--- config.mk ---
export PLATFORM = sky130hd
export DESIGN_NAME = state_sequencer
export DESIGN_NICKNAME = d
export VERILOG_FILES = /design/src/rtl/seq_pkg.sv /design/src/rtl/btn_edge.sv /design/src/rtl/state_sequencer.sv
export SDC_FILE = /design/constraint.sdc
export NUM_CORES = 1
export LEC_CHECK = 0
export BUFFER_PORTS_ARGS = -buffer_cell sky130_fd_sc_hd__buf_4
export CORE_MARGIN = 2
export CORE_UTILIZATION = 40
export CTS_BUF_LIST = sky130_fd_sc_hd__clkbuf_8
export CTS_CLUSTER_DIAMETER = 150
export DETAILED_ROUTE_END_ITERATION = 8
export PLACE_DENSITY_LB_ADDON = 0.12
export SLEW_MARGIN = 25
export SYNTH_ARGS = -nofsm -noshare
export SYNTH_HDL_FRONTEND = slang
export SYNTH_HIERARCHICAL = 1
export SYNTH_SLANG_ARGS = --single-unit
--- constraint.sdc ---
create_clock -name clk -period 2.3 [get_ports clk]
set_input_delay 0.69 -clock clk [delete_from_list [all_inputs] [get_ports clk]]
set_output_delay 0.69 -clock clk [all_outputs]
set_load 0.05 [all_outputs]
--- src/rtl/seq_pkg.sv ---
// Shared types and helpers for the 7-state display sequencer.
package seq_pkg;

  localparam int NUM_STATES = 7;

  typedef enum logic [2:0] {S0, S1, S2, S3, S4, S5, S6} state_idx_t;

  // Wrap-around step in either direction; dir = 1 walks S6 -> S0.
  function automatic state_idx_t next_idx(input state_idx_t idx, input logic dir);
    state_idx_t n;
    if (!dir) n = (idx == S6) ? S0 : state_idx_t'(idx + 3'd1);
    else      n = (idx == S0) ? S6 : state_idx_t'(idx - 3'd1);
    return n;
  endfunction

  function automatic logic [NUM_STATES-1:0] to_onehot(input state_idx_t idx);
    return NUM_STATES'(1) << idx;
  endfunction

  function automatic logic is_onehot(input logic [NUM_STATES-1:0] v);
    return (v != '0) && ((v & (v - NUM_STATES'(1))) == '0);
  endfunction

endpackage

--- src/rtl/btn_edge.sv ---
// Two-flop synchronizer plus falling-edge detector for an active-low key.
module btn_edge (
  input  logic clk,
  input  logic reset,
  input  logic btn_n,
  output logic pulse
);

  logic sync0;
  logic sync1;
  logic prev;

  // All stages reset to the released level so a key held through reset
  // produces no edge on release.
  always_ff @(posedge clk or posedge reset) begin
    if (reset) begin
      sync0 <= 1'b1;
      sync1 <= 1'b1;
      prev  <= 1'b1;
    end else begin
      sync0 <= btn_n;
      sync1 <= sync0;
      prev  <= sync1;
    end
  end

  assign pulse = prev & ~sync1;

endmodule

--- src/rtl/state_sequencer.sv ---
// One-hot state sequencer: timed auto-advance or manual key stepping, either direction.
module state_sequencer
  import seq_pkg::*;
#(
  parameter int TICK_DIV = 50_000_000,
  parameter int CNT_W    = $clog2(TICK_DIV)
) (
  input  logic                  clk,
  input  logic                  reset,
  input  logic                  run,
  input  logic                  dir,
  input  logic                  step_n,
  output logic [NUM_STATES-1:0] state_out,
  output logic [2:0]            state_idx,
  output logic                  tick,
  output logic                  wrap
);

  localparam logic [CNT_W-1:0] TERM = CNT_W'(TICK_DIV - 1);

  logic             step_pulse;
  logic [CNT_W-1:0] cnt;
  logic             terminal;
  logic             adv;

  state_idx_t            idx_q;
  state_idx_t            idx_d;
  logic [NUM_STATES-1:0] oh_d;
  logic                  tick_d;
  logic                  wrap_d;

  btn_edge u_step (
    .clk   (clk),
    .reset (reset),
    .btn_n (step_n),
    .pulse (step_pulse)
  );

  // Prescaler: cleared and held while paused, so a partial count is discarded.
  always_ff @(posedge clk or posedge reset) begin
    if (reset)          cnt <= '0;
    else if (!run)      cnt <= '0;
    else if (terminal)  cnt <= '0;
    else                cnt <= cnt + CNT_W'(1);
  end

  assign terminal = (cnt == TERM);
  assign adv      = (run & terminal) | step_pulse;

  always_comb begin
    idx_d  = idx_q;
    oh_d   = state_out;
    tick_d = 1'b0;
    wrap_d = 1'b0;
    if (!is_onehot(state_out)) begin
      idx_d = S0;
      oh_d  = to_onehot(S0);
    end else if (adv) begin
      idx_d  = next_idx(idx_q, dir);
      oh_d   = to_onehot(idx_d);
      tick_d = 1'b1;
      wrap_d = dir ? (idx_q == S0) : (idx_q == S6);
    end
  end

  always_ff @(posedge clk or posedge reset) begin
    if (reset) begin
      idx_q     <= S0;
      state_out <= to_onehot(S0);
      tick      <= 1'b0;
      wrap      <= 1'b0;
    end else begin
      idx_q     <= idx_d;
      state_out <= oh_d;
      tick      <= tick_d;
      wrap      <= wrap_d;
    end
  end

  assign state_idx = idx_q;

endmodule

# ---- After elaboration in Yosys (flattened, before gate mapping)
# Index checks and enable logic that the tools add are counted.
dict set report word_totals {
  reg_bits 41
  word_cells 41
}
dict set report classes {
  n_addsub 4
  n_eq_ne 3
  shifts 1
  mux 16
  n_bitwise 5
  reduce_logical 4
}
# cell count
set ops {}
lappend ops {{26-bit 2-to-1 mux} 2}
lappend ops {{26-bit by 1-bit adder with 26-bit output, second input constant} 1}
lappend ops {{26-bit == test, second input constant} 1}
lappend ops {{3-bit 2-to-1 mux} 7}
lappend ops {{7-bit 2-to-1 mux} 2}
lappend ops {{7-bit bitwise AND} 1}
lappend ops {{7-bit zero test} 1}
lappend ops {{7-bit nonzero test} 1}
lappend ops {{1-bit by 3-bit << shifter with 7-bit output, first input constant} 1}
lappend ops {{7-bit by 1-bit subtractor with 7-bit output, second input constant} 1}
lappend ops {{1-bit 2-to-1 mux} 5}
lappend ops {{3-bit by 1-bit adder with 3-bit output, second input constant} 1}
lappend ops {{3-bit == test, second input constant} 1}
lappend ops {{3-bit zero test} 1}
lappend ops {{3-bit by 1-bit subtractor with 3-bit output, second input constant} 1}
lappend ops {{1-bit bitwise AND} 2}
lappend ops {{2-bit != test, second input constant} 1}
lappend ops {{1-bit logical AND} 1}
lappend ops {{1-bit inverter} 1}
lappend ops {{1-bit OR} 1}

# ---- Depth between registers and ports, before layout
# Gate-level depths: netlist of run 1.
dict set report logic_depth {
  depth_word 8
  depth_mapped 7
  mapped_depth_nobuf 7
}

# ---- Modules after synthesis
# Netlist of run 1, hierarchy kept.
# mod n_inst cells_per_inst area_each_um2
set by_module_without_submodules {}
lappend by_module_without_submodules {state_sequencer 1 197 2030.7}
lappend by_module_without_submodules {btn_edge 1 5 96.3}

# ---- Least setup slack after synthesis of run 1
# No wires, ideal clock.
dict set report synth_timing {
  path_kind {register -> register}
  from {register idx_q[0], in the netlist state_idx[0]}
  to {register state_out[0]}
  setup_time_ns 0.082
  arrival_time_ns 2.050
  required_ns 2.218
  slack_ns 0.168
  stages_incl_launch_ff 8
  n_path_buf 0
  synth_period_minus_slack_ns 2.132
  cell_sequence {dfrtp_1 > inv_1 > ha_1 > nand2b_1 > o22ai_1 > o21ai_0 > or3_1 > a22oi_1}
}
dict set report synth_between {
  elab_chain_len 8
  word_cells_on_any_way 12
}
# element line
set synth_rtl {}
lappend synth_rtl {{from (decl)} state_sequencer.sv:26} ;# state_idx_t idx_q;
lappend synth_rtl {{from (signal assigned)} state_sequencer.sv:73} ;# idx_q <= idx_d;
lappend synth_rtl {{3-bit by 1-bit adder with 3-bit output (tied with other cells)} seq_pkg.sv:11} ;# if (!dir) n = (idx == S6) ? S0 : state_idx_t'(idx + 3'd1);
lappend synth_rtl {{3-bit 2-to-1 mux (on tied branches)} {seq_pkg.sv:11, seq_pkg.sv:12}}
lappend synth_rtl {{3-bit 2-to-1 mux (*)} seq_pkg.sv:11}
lappend synth_rtl {{3-bit 2-to-1 mux (*)} state_sequencer.sv:58} ;# end else if (adv) begin
lappend synth_rtl {{3-bit 2-to-1 mux (*)} state_sequencer.sv:55} ;# if (!is_onehot(state_out)) begin
lappend synth_rtl {{1-bit by 3-bit << shifter with 7-bit output (*)} seq_pkg.sv:17} ;# return NUM_STATES'(1) << idx;
lappend synth_rtl {{7-bit 2-to-1 mux (*)} state_sequencer.sv:58}
lappend synth_rtl {{7-bit 2-to-1 mux (*)} state_sequencer.sv:55}
lappend synth_rtl {{to (signal assigned)} state_sequencer.sv:69} ;# state_out <= to_onehot(S0);
lappend synth_rtl {{to (signal assigned)} state_sequencer.sv:74} ;# state_out <= oh_d;
lappend synth_rtl {{to (decl)} state_sequencer.sv:13} ;# output logic [NUM_STATES-1:0] state_out,
# Every way passes the cells marked *; elsewhere a longest branch is shown, timed or not. The select of a mux whose other input is x is not followed.
# A chain may end at the register's enable or synchronous reset.

# ---- Worst setup path in the final report of run 1
# Ends and elaborated chain as after synthesis.

==> results of run 1 <==
==> synthesized netlist by cell type, drive strengths merged (3+ instances only) <==
cell type / instances / area share (%)
nor2: 31 / 5.8
nand2: 10 / 1.8
nor2b: 3 / 1.2
ha: 6 / 3.5
xor2: 19 / 7.8
nand3: 16 / 4.0
o21ai: 4 / 0.94
and2: 4 / 1.3
dfstp: 4 / 4.9
nand4: 5 / 1.8
a32o: 5 / 2.4
a22o: 4 / 1.6
and3: 6 / 1.8
nor3: 3 / 0.94
inv: 7 / 1.2
or3: 3 / 0.88
nor4b: 4 / 1.6
buf: 5 / 2.1
a21oi: 3 / 0.71
xnor2: 5 / 2.1
dfrtp: 37 / 44
==> state kept, by name, summed over array words and instances (netlist names) <==
| register | flops |
|---|---|
| cnt | 26 |
| state_idx | 3 |
| state_out | 7 |
| tick | 1 |
| u_step/prev | 1 |
| u_step/sync0 | 1 |
| u_step/sync1 | 1 |
| wrap | 1 |
==> per-stage QoR <==
step	cell area [sq um]	hold WS [ps]
after floorplan	2130	345
after global placement	2340	348
after detailed placement	2340	348
after CTS	2440	366
after global routing	2440	367
final	2440	363
==> critical path: cells and delay by family (launching register included) <==
family                   cells  cell delay [ps]
AO/OA/AOI/OAI                3              540
adder cells (fa/ha/maj)      1              230
buffers and inverters        1              130
flip-flops                   1              460
AND/OR/NAND/NOR              2              550
==> layout by cell type, fill, tap and decap left out, types with 2 or more instances in the layout <==
| cell | netlist | layout |
|---|---|---|
| o21ai_0 | 4 | 4 |
| nor2_1 | 30 | 30 |
| ha_1 | 6 | 6 |
| nor3_1 | 2 | 2 |
| nor4b_1 | 4 | 4 |
| nand3_1 | 15 | 15 |
| nand4_1 | 4 | 4 |
| and3_1 | 6 | 6 |
| a21oi_1 | 3 | 3 |
| and2_1 | 3 | 3 |
| or3_1 | 3 | 3 |
| nand2b_1 | 2 | 2 |
| a32o_1 | 5 | 5 |
| inv_1 | 7 | 7 |
| nand2_1 | 10 | 10 |
| o211ai_1 | 2 | 2 |
| a22o_1 | 4 | 4 |
| clkbuf_8 | 0 | 7 |
| xnor2_1 | 5 | 5 |
| dfstp_2 | 4 | 4 |
| nor2b_1 | 2 | 2 |
| xor2_1 | 19 | 19 |
| buf_4 | 0 | 20 |
| dfrtp_1 | 37 | 37 |
==> cell type report <==
cell class	count	area (sq um)	area share (%)
multi-input cells	149	1030	42.0
well taps	70	87.6	3.59
clock inverters	1	5.00	0.205
clock buffers	7	96.3	3.94
inverters	7	26.3	1.08
repair buffers	21	170	6.97
flip-flops and latches	41	1030	42.2
==> worst max path at each step <==
stage	end	slack (ps)	depth (start not counted)	from
after floorplan	state_out[0]	170	7	state_idx[0]
after global placement	state_out[0]	390	5	dir
after detailed placement	state_out[0]	350	6	dir
after CTS	state_out[0]	330	7	state_idx[0]
after global routing	state_out[0]	130	7	state_idx[0]
final	state_out[0]	320	7	state_idx[0]
==> cell families after synthesis <==
group	count (synthesis)	share of synthesized area (%)
adder cells (fa/ha/maj)	6	3.53
AND/OR/NAND/NOR	93	24.9
flip-flops	41	48.5
multiplexers	1	0.471
buffers and inverters	12	3.29
AO/OA/AOI/OAI	25	9.41
XOR/XNOR	24	9.88
==> report_power, final <==
group	leakage [nW]	total, mW	switching [mW]	internal [mW]
Clock	0.0542	0.514	0.243	0.271
Combinational	0.510	0.792	0.501	0.291
Sequential	0.553	0.888	0.0931	0.795
==> metal layers <==
metal | wire (um) | global-route usage, % | vias up
li1 | - | - | 760
met1 | 2000 | 19.7 | 750
met2 | 2020 | 25.2 | 19
met3 | 135 | 4.24 | 8
met4 | 72 | 5.45 | 0
met5 | 0 | 0 | -
==> summary by stage, run 1 <==
Run status
The flow ran to the end, and the final reports show no timing, DRC or antenna violations.

Hold path
The worst hold path terminates at u_step/sync1. The path category of the worst min-delay check is flip-flop to flip-flop. The startpoint of the lowest-slack hold path is u_step/sync0. The hold-critical path depth is 0.

Critical path
Data on the critical path is required at its endpoint by 2520 ps. In this run the worst path has a maximum fanout of 7. The startpoint of the worst-slack reg-to-reg timing path is state_idx[0]. The setup check on the worst reg-to-reg path leaves a slack of 320 ps.

For the worst flop-to-flop path, the logic depth is 7. The critical path goes through inv_1 > ha_1 > nand2b_1 > o22ai_1 > o21ai_0 > or3_1 > a22oi_1. The largest stage delay on the critical path is 460 ps.

The nature of the critical path startpoint is a flip-flop. The master of the slowest instance on the critical path is dfrtp_1. The endpoint kind of the worst setup timing path is a flip-flop. The critical path class is flip-flop to flip-flop. The terminus of the critical flop-to-flop path is state_out[0]. For the worst setup path, the data arrival time is 2200 ps.

Placed design
Detailed placement ended at an HPWL of 2950 um. The number of buffer cells added on primary ports is 16. At the end of routability-driven placement, the weighted congestion stood at 0.827. Timing analysis after detailed placement gives a worst setup slack of 349 ps. The number of cells in the design after placement is 288.

Yosys
The average cell area after synthesis is 10.5 sq um. The cell area that synthesis handed to floorplanning was 0.00213 sq mm. In the synthesized netlist, the number of instances is 202. The synthesized design contains 0 enable-type register cells.

The total of warnings raised by yosys is 6. The number of nets in the synthesized netlist is 213. The synthesized netlist contains 44 unique library cells.

The dominant synthesized flop cell is dfrtp_1. The sequential fraction of the synthesis area is 48.5%. The fraction of synthesis flops using an asynchronous set or reset pin is 100%. The flop and latch count out of synthesis is 41.

Finish
The number of filler cells placed in the layout is 494. The area growth from synthesis to layout is 14.8%. The final antenna diode count is 0. The final layout net count is 236. Once layout is complete, the utilization of the core stands at 47.8%.

The ratio of cells with drive above 1 in the final layout is 18.6%. The post-route non-filler standard cell count is 296.

Clocking
The longest clock path from root to sink contains 2 buffers. Buffers inserted to repair hold after CTS numbered 0. Post-CTS repair changed the size of 0 cells. The setup fix buffers added after clock tree synthesis is 0. The H-tree depth reported by CTS is 2. TritonCTS created 5 clock buffers. Clock-pin slew was measured on the worst setup and hold paths at 80 ps. Clock latency on the worst-skew pair, taken at its later pin, is 290 ps.

The root buffer cell chosen for the clock tree is clkbuf_8. The CTS sink count is 41. The TritonCTS clock tree is built.

Timing
For the pin with the worst max-slew slack, the measured transition is 498 ps. In this run the tightest slew margin relative to its limit is 66.5%. After routing, the total negative slack on setup checks comes to 0 ps. In the post-route analysis, the smallest setup slack over all paths is 316 ps. The clock skew is 7.50 ps. The count of endpoints failing hold in the final timing report was 0. Setup repair after global routing left no endpoint under its margin. The maximum frequency from static timing analysis is 504 MHz. The final period utilization is 86.3%. The shortest clock period the worst path allows after layout is 1980 ps. The total of endpoints with negative setup slack in the final report is 0.

The max-slew violation count was 0.

Detailed routing
Once detail routing completed, the nets flagged for antenna violations numbered 0. The number of DRC violations after detailed-routing iteration 0 is 57. For this run, design rule violations remaining after detail routing come to 0. Summing over every cut layer, the via total after detailed routing is 1537. Dividing the detail-routed wire length by the instance count gives 14.3 um. The first TritonRoute pass finished after 4 iterations. Using the TritonRoute via totals, the vias-per-cell ratio works out to 5.19. Summed over all layers, the routed wires come to 4220 um.

Global route
Entering global routing, the biggest net connects 39 pins. The number of antenna violations at the first check in global routing came to 0. The first global-routing pass estimated 7280 um of wire. Summed over all layers, the global routing overflow is 0. The total routing usage reported by global routing is 15.4%. The number of global-route vias before repair came to 1549.

Die
The chip width is 76.9 um. The core region is 0.00511 sq mm. The initial standard-cell utilization of the core is 41.6%. The floorplan step defined a die boundary enclosing 0.00592 sq mm. The vertical die dimension is 76.9 um. The boundary pin count is 17. The number of core rows is 26.

Pwr
The leakage power summed over all cells is 1.12 nW. The peak ir drop on the vdd network is 511 uV. Overall power consumption after layout is estimated at 2.19 mW. For this design the ratio of total power to cell area is 898 mW/mm^2.

Run
The max-capacitance violation count is 0.
(Power assumes the default switching activity.)
==> run 2, diff against run 1 <==
- CORE_UTILIZATION: 40 -> 55
- clock period: 2.3 -> 2.06 ns (I/O delays scaled with it)
==> summary by stage, run 2 (same netlist as run 1, synthesis figures left out) <==
Finish
The number of flip-flops in the largest register is 26 (unchanged). Commonest cells after routing, fill and taps aside: dfrtp_1 (35), nor2_1 (30), buf_4 (25) (was dfrtp_1 (37), nor2_1 (30), buf_4 (20)). The register name with the most flops is cnt (unchanged). The final antenna diode count is 0 (unchanged). The most frequent standard cell in the layout excluding fill and tap cells is dfrtp_1 (unchanged). The number of filler cells placed in the layout is 308 (was 494). The final design instance area without fill was 0.00245 sq mm (was 0.00244 sq mm).

The final layout net count is 240 (was 236). The area growth from synthesis to layout is 15.4% (was 14.8%). The post-route non-filler standard cell count was 278 (was 296). The ratio of cells with drive above 1 in the final layout is 20.9% (was 18.6%).

Hold path
The startpoint of the lowest-slack hold path is u_step/sync0 (unchanged). The path category of the worst min-delay check is flip-flop to flip-flop (unchanged).

Die
The number of core rows is 22 (was 26). The vertical die dimension is 66.2 um (was 76.9 um). The boundary pin count came to 17 (unchanged).

The area enclosed by the die boundary was 0.00438 sq mm (was 0.00592 sq mm). The area of the core was 0.00369 sq mm (was 0.00511 sq mm). The initial standard-cell utilization of the core was 57.7% (was 41.6%).

The chip width came to 66.2 um (was 76.9 um).

Detailed routing
The total number of vias came to 1606 (was 1537). The final routed DRC violation total is 0 (unchanged). The per-cell routed wire length is 14.8 um (was 14.3 um). The via-per-instance ratio is 5.78 (was 5.19). The total detailed-routing wirelength is 4130 um (was 4220 um). The number of DRC violations after detailed-routing iteration 0 is 140 (was 57). The number of nets still failing antenna checks after routing came to 0 (unchanged). The detailed-router iteration count before antenna repair is 4 (unchanged).

Pwr
The power per unit of standard cell area was 1040 mW/mm^2 (was 898 mW/mm^2). The peak ir drop on the vdd network is 718 uV (was 511 uV). The leakage power summed over all cells was 1.14 nW (was 1.12 nW).

Global route
The overall overflow remaining after global route came to 0 (unchanged). The total routing usage reported by global routing is 21.7% (was 15.4%). The pin count of the biggest net entering global routing is 25 (was 39).

The number of global-route vias before repair was 1656 (was 1549). The wire length of the first global-routing pass came to 7290 um (was 7280 um). The number of antenna violations at the first check in global routing is 0 (unchanged).

Timing
The count of endpoints failing hold in the final timing report is 0 (unchanged). The setup TNS came to 0 ps (unchanged). The slew at the pin closest to its max-slew limit is 536 ps (was 498 ps).

The total of endpoints with negative setup slack in the final report is 0 (unchanged). The worst slew margin relative to its limit was 64.2% (was 66.5%). The final period utilization is 91.8% (was 86.3%). The shortest clock period the worst path allows after layout is 1890 ps (was 1980 ps). Setup repair after global routing missed its margin: no (unchanged).

The maximum frequency from static timing analysis was 529 MHz (was 504 MHz). The clock skew was 3.89 ps (was 7.50 ps). The max-slew violation count was 0 (unchanged).

Placed design
The number of cells in the design after placement came to 270 (was 288). The detailed placement HPWL came to 3080 um (was 2950 um). The cell area after placement was 0.00233 sq mm (was 0.00234 sq mm). The last weighted congestion value of the routability-driven placer was 0.855 (was 0.827). The number of buffer cells added on primary ports came to 16 (unchanged).

Clocking
The master cell of the clock root buffer was clkbuf_8 (unchanged). The setup fix buffers added after clock tree synthesis is 0 (unchanged). The number of buffers inserted during clock tree synthesis is 5 (unchanged). The H-tree depth reported by CTS is 2 (unchanged). The TritonCTS clock tree is built (unchanged). The clock insertion delay at the later pin of the skew report is 290 ps (about the same).

The buffer depth of the longest clock path is 2 (unchanged). The CTS sink count came to 41 (unchanged). The number of gates resized after cts is 0 (unchanged).

The clock slew seen by the registers of the worst setup and hold paths is 70 ps (was 80 ps). The hold buffer count at cts is 0 (unchanged).

Run status
Status: finished clean (unchanged).

Critical path
The required time of the critical path is 2230 ps (was 2520 ps). The startpoint of the most critical setup path is state_idx[0] (unchanged). The nature of the critical path startpoint is a flip-flop (unchanged). The highest net fanout along the worst path is 7 (unchanged).

The critical path arrival is 2070 ps (was 2200 ps). The startpoint of the worst-slack reg-to-reg timing path was state_idx[0] (unchanged). The endpoint kind of the worst setup timing path is a flip-flop (unchanged).

The critical path class is flip-flop to flip-flop (unchanged).

Run
The max-capacitance violation count is 0 (unchanged).
## run 2: metal layers
layer  GRT usage, %  wire, um  up-vias
met4           7.91        88        0
met5              0         0        -
met2           38.1      2110       53
li1               -         -      761
met1           26.1      1750      780
met3           4.43       183       12
## run 2: critical path: stages (launching register included)
cell and delay, ps:
dfrtp_2 440, inv_1 100, ha_1 240, nand2b_1 140, a21oi_1 80, a221o_1 340, nor2b_1 180, a32o_1 270
## run 2: metrics by stage
| stage | hold WS [ps] | setup WS (ps) | util [%] | power, mW |
|---|---|---|---|---|
| final | 360 | 168 | 66.5 | 2.54 |
| after global routing | 365 | 2.78 | 66.5 | 2.67 |
| after CTS | 363 | 201 | 66.4 | 2.55 |
| after detailed placement | 352 | 141 | 63.3 | 1.90 |
| after global placement | 347 | 237 | 63.3 | 1.86 |
| after floorplan | 345 | 123 | - | 1.68 |
## run 2: path summary, 6_finish.rpt
kind	to	depth (start not counted)	slack [ps]
setup / recovery	state_out[6]	7	170
hold / removal	u_step/sync1	0	360
setup reg to reg	state_out[6]	7	170
hold reg to reg	u_step/sync1	0	360
max in group asynchronous	cnt[9]	3	1110
min in group asynchronous	state_out[6]	2	380
## run 2: power breakdown
part           total [mW]  internal (mW)  switching, mW
clock               0.646          0.390          0.256
combinational       0.894          0.336          0.558
sequential           1.00          0.890          0.113
## run 2: final cells by class
| class | count | area (sq um) | area share [%] |
|---|---|---|---|
| Timing Repair Buffer | 25 | 188 | 7.65 |
| Clock buffer | 6 | 82.6 | 3.37 |
| Multi-Input combinational cell | 149 | 1030 | 42.0 |
| Clock inverter | 2 | 33.8 | 1.38 |
| Tap cell | 48 | 60.1 | 2.45 |
| Inverter | 7 | 26.3 | 1.07 |
| Sequential cell | 41 | 1030 | 42.1 |
==> run 3, diff against run 2 <==
- CORE_UTILIZATION: 55 -> 39
==> summary by stage, run 3 (same netlist as run 1, synthesis figures left out) <==
Pwr
The power per unit of standard cell area is 1030 mW/mm^2 (was 1040 mW/mm^2). The leakage power summed over all cells came to 1.15 nW (was 1.14 nW). The overall power of the completed layout is 2.57 mW (was 2.54 mW). The peak ir drop on the vdd network was 724 uV (was 718 uV).

Die
The chip width is 77.9 um (was 66.2 um). The area enclosed by the die boundary is 0.00606 sq mm (was 0.00438 sq mm). The boundary pin count came to 17 (unchanged). The number of core rows is 26 (was 22). The vertical die dimension is 77.9 um (was 66.2 um). The area of the core is 0.00517 sq mm (was 0.00369 sq mm).

The initial standard-cell utilization of the core came to 41.1% (was 57.7%).

Detailed routing
The total number of vias came to 1571 (was 1606). The number of nets still failing antenna checks after routing came to 0 (unchanged). The met3 wire length is 158 um (was 183 um). The via-per-instance ratio is 5.24 (was 5.78). The wire length on met1 is 1960 um (was 1750 um). The per-cell routed wire length came to 14.3 um (was 14.8 um). The final routed DRC violation total was 0 (unchanged). The number of DRC violations after detailed-routing iteration 0 came to 104 (was 140). The detailed-router iteration count before antenna repair is 4 (unchanged). The routed length on met2 was 2130 um (was 2110 um).

The highest metal layer used by the detailed router is met4 (unchanged). The total detailed-routing wirelength is 4300 um (was 4130 um).

Critical path
The critical path arrival is 2140 ps (was 2070 ps). The endpoint kind of the worst setup timing path is a flip-flop (unchanged). The highest net fanout along the worst path came to 7 (unchanged). The terminus of the critical flop-to-flop path is state_out[0] (was state_out[6]).

The required time of the critical path is 2270 ps (was 2230 ps). The startpoint of the worst-slack reg-to-reg timing path is state_idx[0] (unchanged). The count of cells along the worst register-to-register path is 7 (unchanged).

The setup slack on the worst flop-to-flop path is 130 ps (was 170 ps). The critical path endpoint is state_out[0] (was state_out[6]). The startpoint of the most critical setup path is state_idx[0] (unchanged). The critical path class is flip-flop to flip-flop (unchanged).

The nature of the critical path startpoint is a flip-flop (unchanged).

Placed design
The number of buffer cells added on primary ports is 16 (unchanged). The number of cells in the design after placement is 292 (was 270). The last weighted congestion value of the routability-driven placer is 0.814 (was 0.855).

The detailed placement HPWL was 3090 um (was 3080 um). The pre-CTS setup slack is 28.5 ps (was 141 ps).

Finish
The final core area utilization is 48.4% (was 66.5%). The most frequent standard cell in the layout excluding fill and tap cells is dfrtp_1 (unchanged). The number of flip-flops in the largest register is 26 (unchanged). The ratio of cells with drive above 1 in the final layout was 20.9% (unchanged). Commonest cells after routing, fill and taps aside: dfrtp_1 (35), nor2_1 (30), buf_4 (23) (was dfrtp_1 (35), nor2_1 (30), buf_4 (25)).

The area growth from synthesis to layout is 17.8% (was 15.4%). The final layout net count is 240 (unchanged). The post-route non-filler standard cell count is 300 (was 278). The register name with the most flops is cnt (unchanged).

The final antenna diode count is 0 (unchanged).

Run status
Status: finished clean (unchanged).

Timing
The worst path setup slack after routing is 132 ps (was 168 ps). The shortest clock period the worst path allows after layout is 1930 ps (was 1890 ps). The count of endpoints failing hold in the final timing report is 0 (unchanged).

The max-slew violation count is 0 (unchanged). The slew at the pin closest to its max-slew limit came to 501 ps (was 536 ps). Setup repair after global routing missed its margin: no (unchanged). The setup TNS was 0 ps (unchanged). The worst slew margin relative to its limit was 66.6% (was 64.2%). The final period utilization is 93.6% (was 91.8%). The maximum frequency from static timing analysis was 519 MHz (was 529 MHz). The total of endpoints with negative setup slack in the final report is 0 (unchanged). The clock skew came to 6.15 ps (was 3.89 ps).

Clocking
The buffer depth of the longest clock path is 2 (unchanged). The H-tree depth reported by CTS was 2 (unchanged). The clock slew seen by the registers of the worst setup and hold paths is 80 ps (was 70 ps). The TritonCTS clock tree was built (unchanged).

The CTS sink count is 41 (unchanged). The setup fix buffers added after clock tree synthesis is 0 (unchanged). The master cell of the clock root buffer is clkbuf_8 (unchanged). The number of buffers inserted during clock tree synthesis is 5 (unchanged).

The clock insertion delay at the later pin of the skew report was 290 ps (about the same).

Global route
The pin count of the biggest net entering global routing is 28 (was 25). The total routing usage reported by global routing is 15.5% (was 21.7%). The wire length of the first global-routing pass came to 7510 um (was 7290 um).

The number of global-route vias before repair is 1592 (was 1656). The number of antenna violations at the first check in global routing came to 0 (unchanged). The overall overflow remaining after global route is 0 (unchanged).

Hold path
The path category of the worst min-delay check is primary input to async pin (was flip-flop to flip-flop).

Run
The max-capacitance violation count was 0 (unchanged).
-- run 3: metrics by stage --
| step | hold slack, ps | cell area [sq um] |
|---|---|---|
| global route | 369 | 2500 |
| detailed placement | 349 | 2390 |
| global placement | 350 | 2390 |
| floorplan | 345 | 2130 |
| CTS | 359 | 2500 |
| finish | 357 | 2500 |
-- run 3: worst min path at each step --
stage                    to  slack, ps  cells after the start
6_report       state_out[1]        360                      2
4_1_cts        state_out[1]        360                      2
5_1_grt        u_step/sync1        370                      0
2_1_floorplan  u_step/sync1        350                      0
3_5_place_dp   u_step/sync1        350                      0
3_3_place_gp   u_step/sync1        350                      0
-- run 3: routing by layer --
metal | vias to the layer above | GRT usage, %
li1 | 766 | -
met1 | 773 | 20.1
met2 | 26 | 25.7
met3 | 6 | 3.84
met4 | 0 | 4.64
met5 | - | 0
-- run 3: power breakdown --
| part | switching (mW) | internal [mW] | leakage [nW] |
|---|---|---|---|
| Combinational | 0.559 | 0.357 | 0.536 |
| Sequential | 0.110 | 0.889 | 0.550 |
| Clock | 0.269 | 0.390 | 0.0626 |
-- run 3: what timing repair did --
action,CTS,global route
endpoints found under the setup margin,1,0
gates resized for setup,1,0
hold buffers,0,0
-- run 3: critical path, stage by stage (launching register included) --
cell and delay (ps):
dfrtp_2 440, inv_1 100, ha_1 240, nand2b_1 100, a21oi_1 80, a221o_1 350
or3_1 350, a22oi_1 190
-- run 3: cell type report --
type                    instances  area, sq um
clock buffers                   6         82.6
clock inverters                 2         33.8
fillers                       477         2670
inverters                       7         26.3
multi-input cells             149         1030
flip-flops and latches         41         1030
well taps                      70         87.6
repair buffers                 25          213
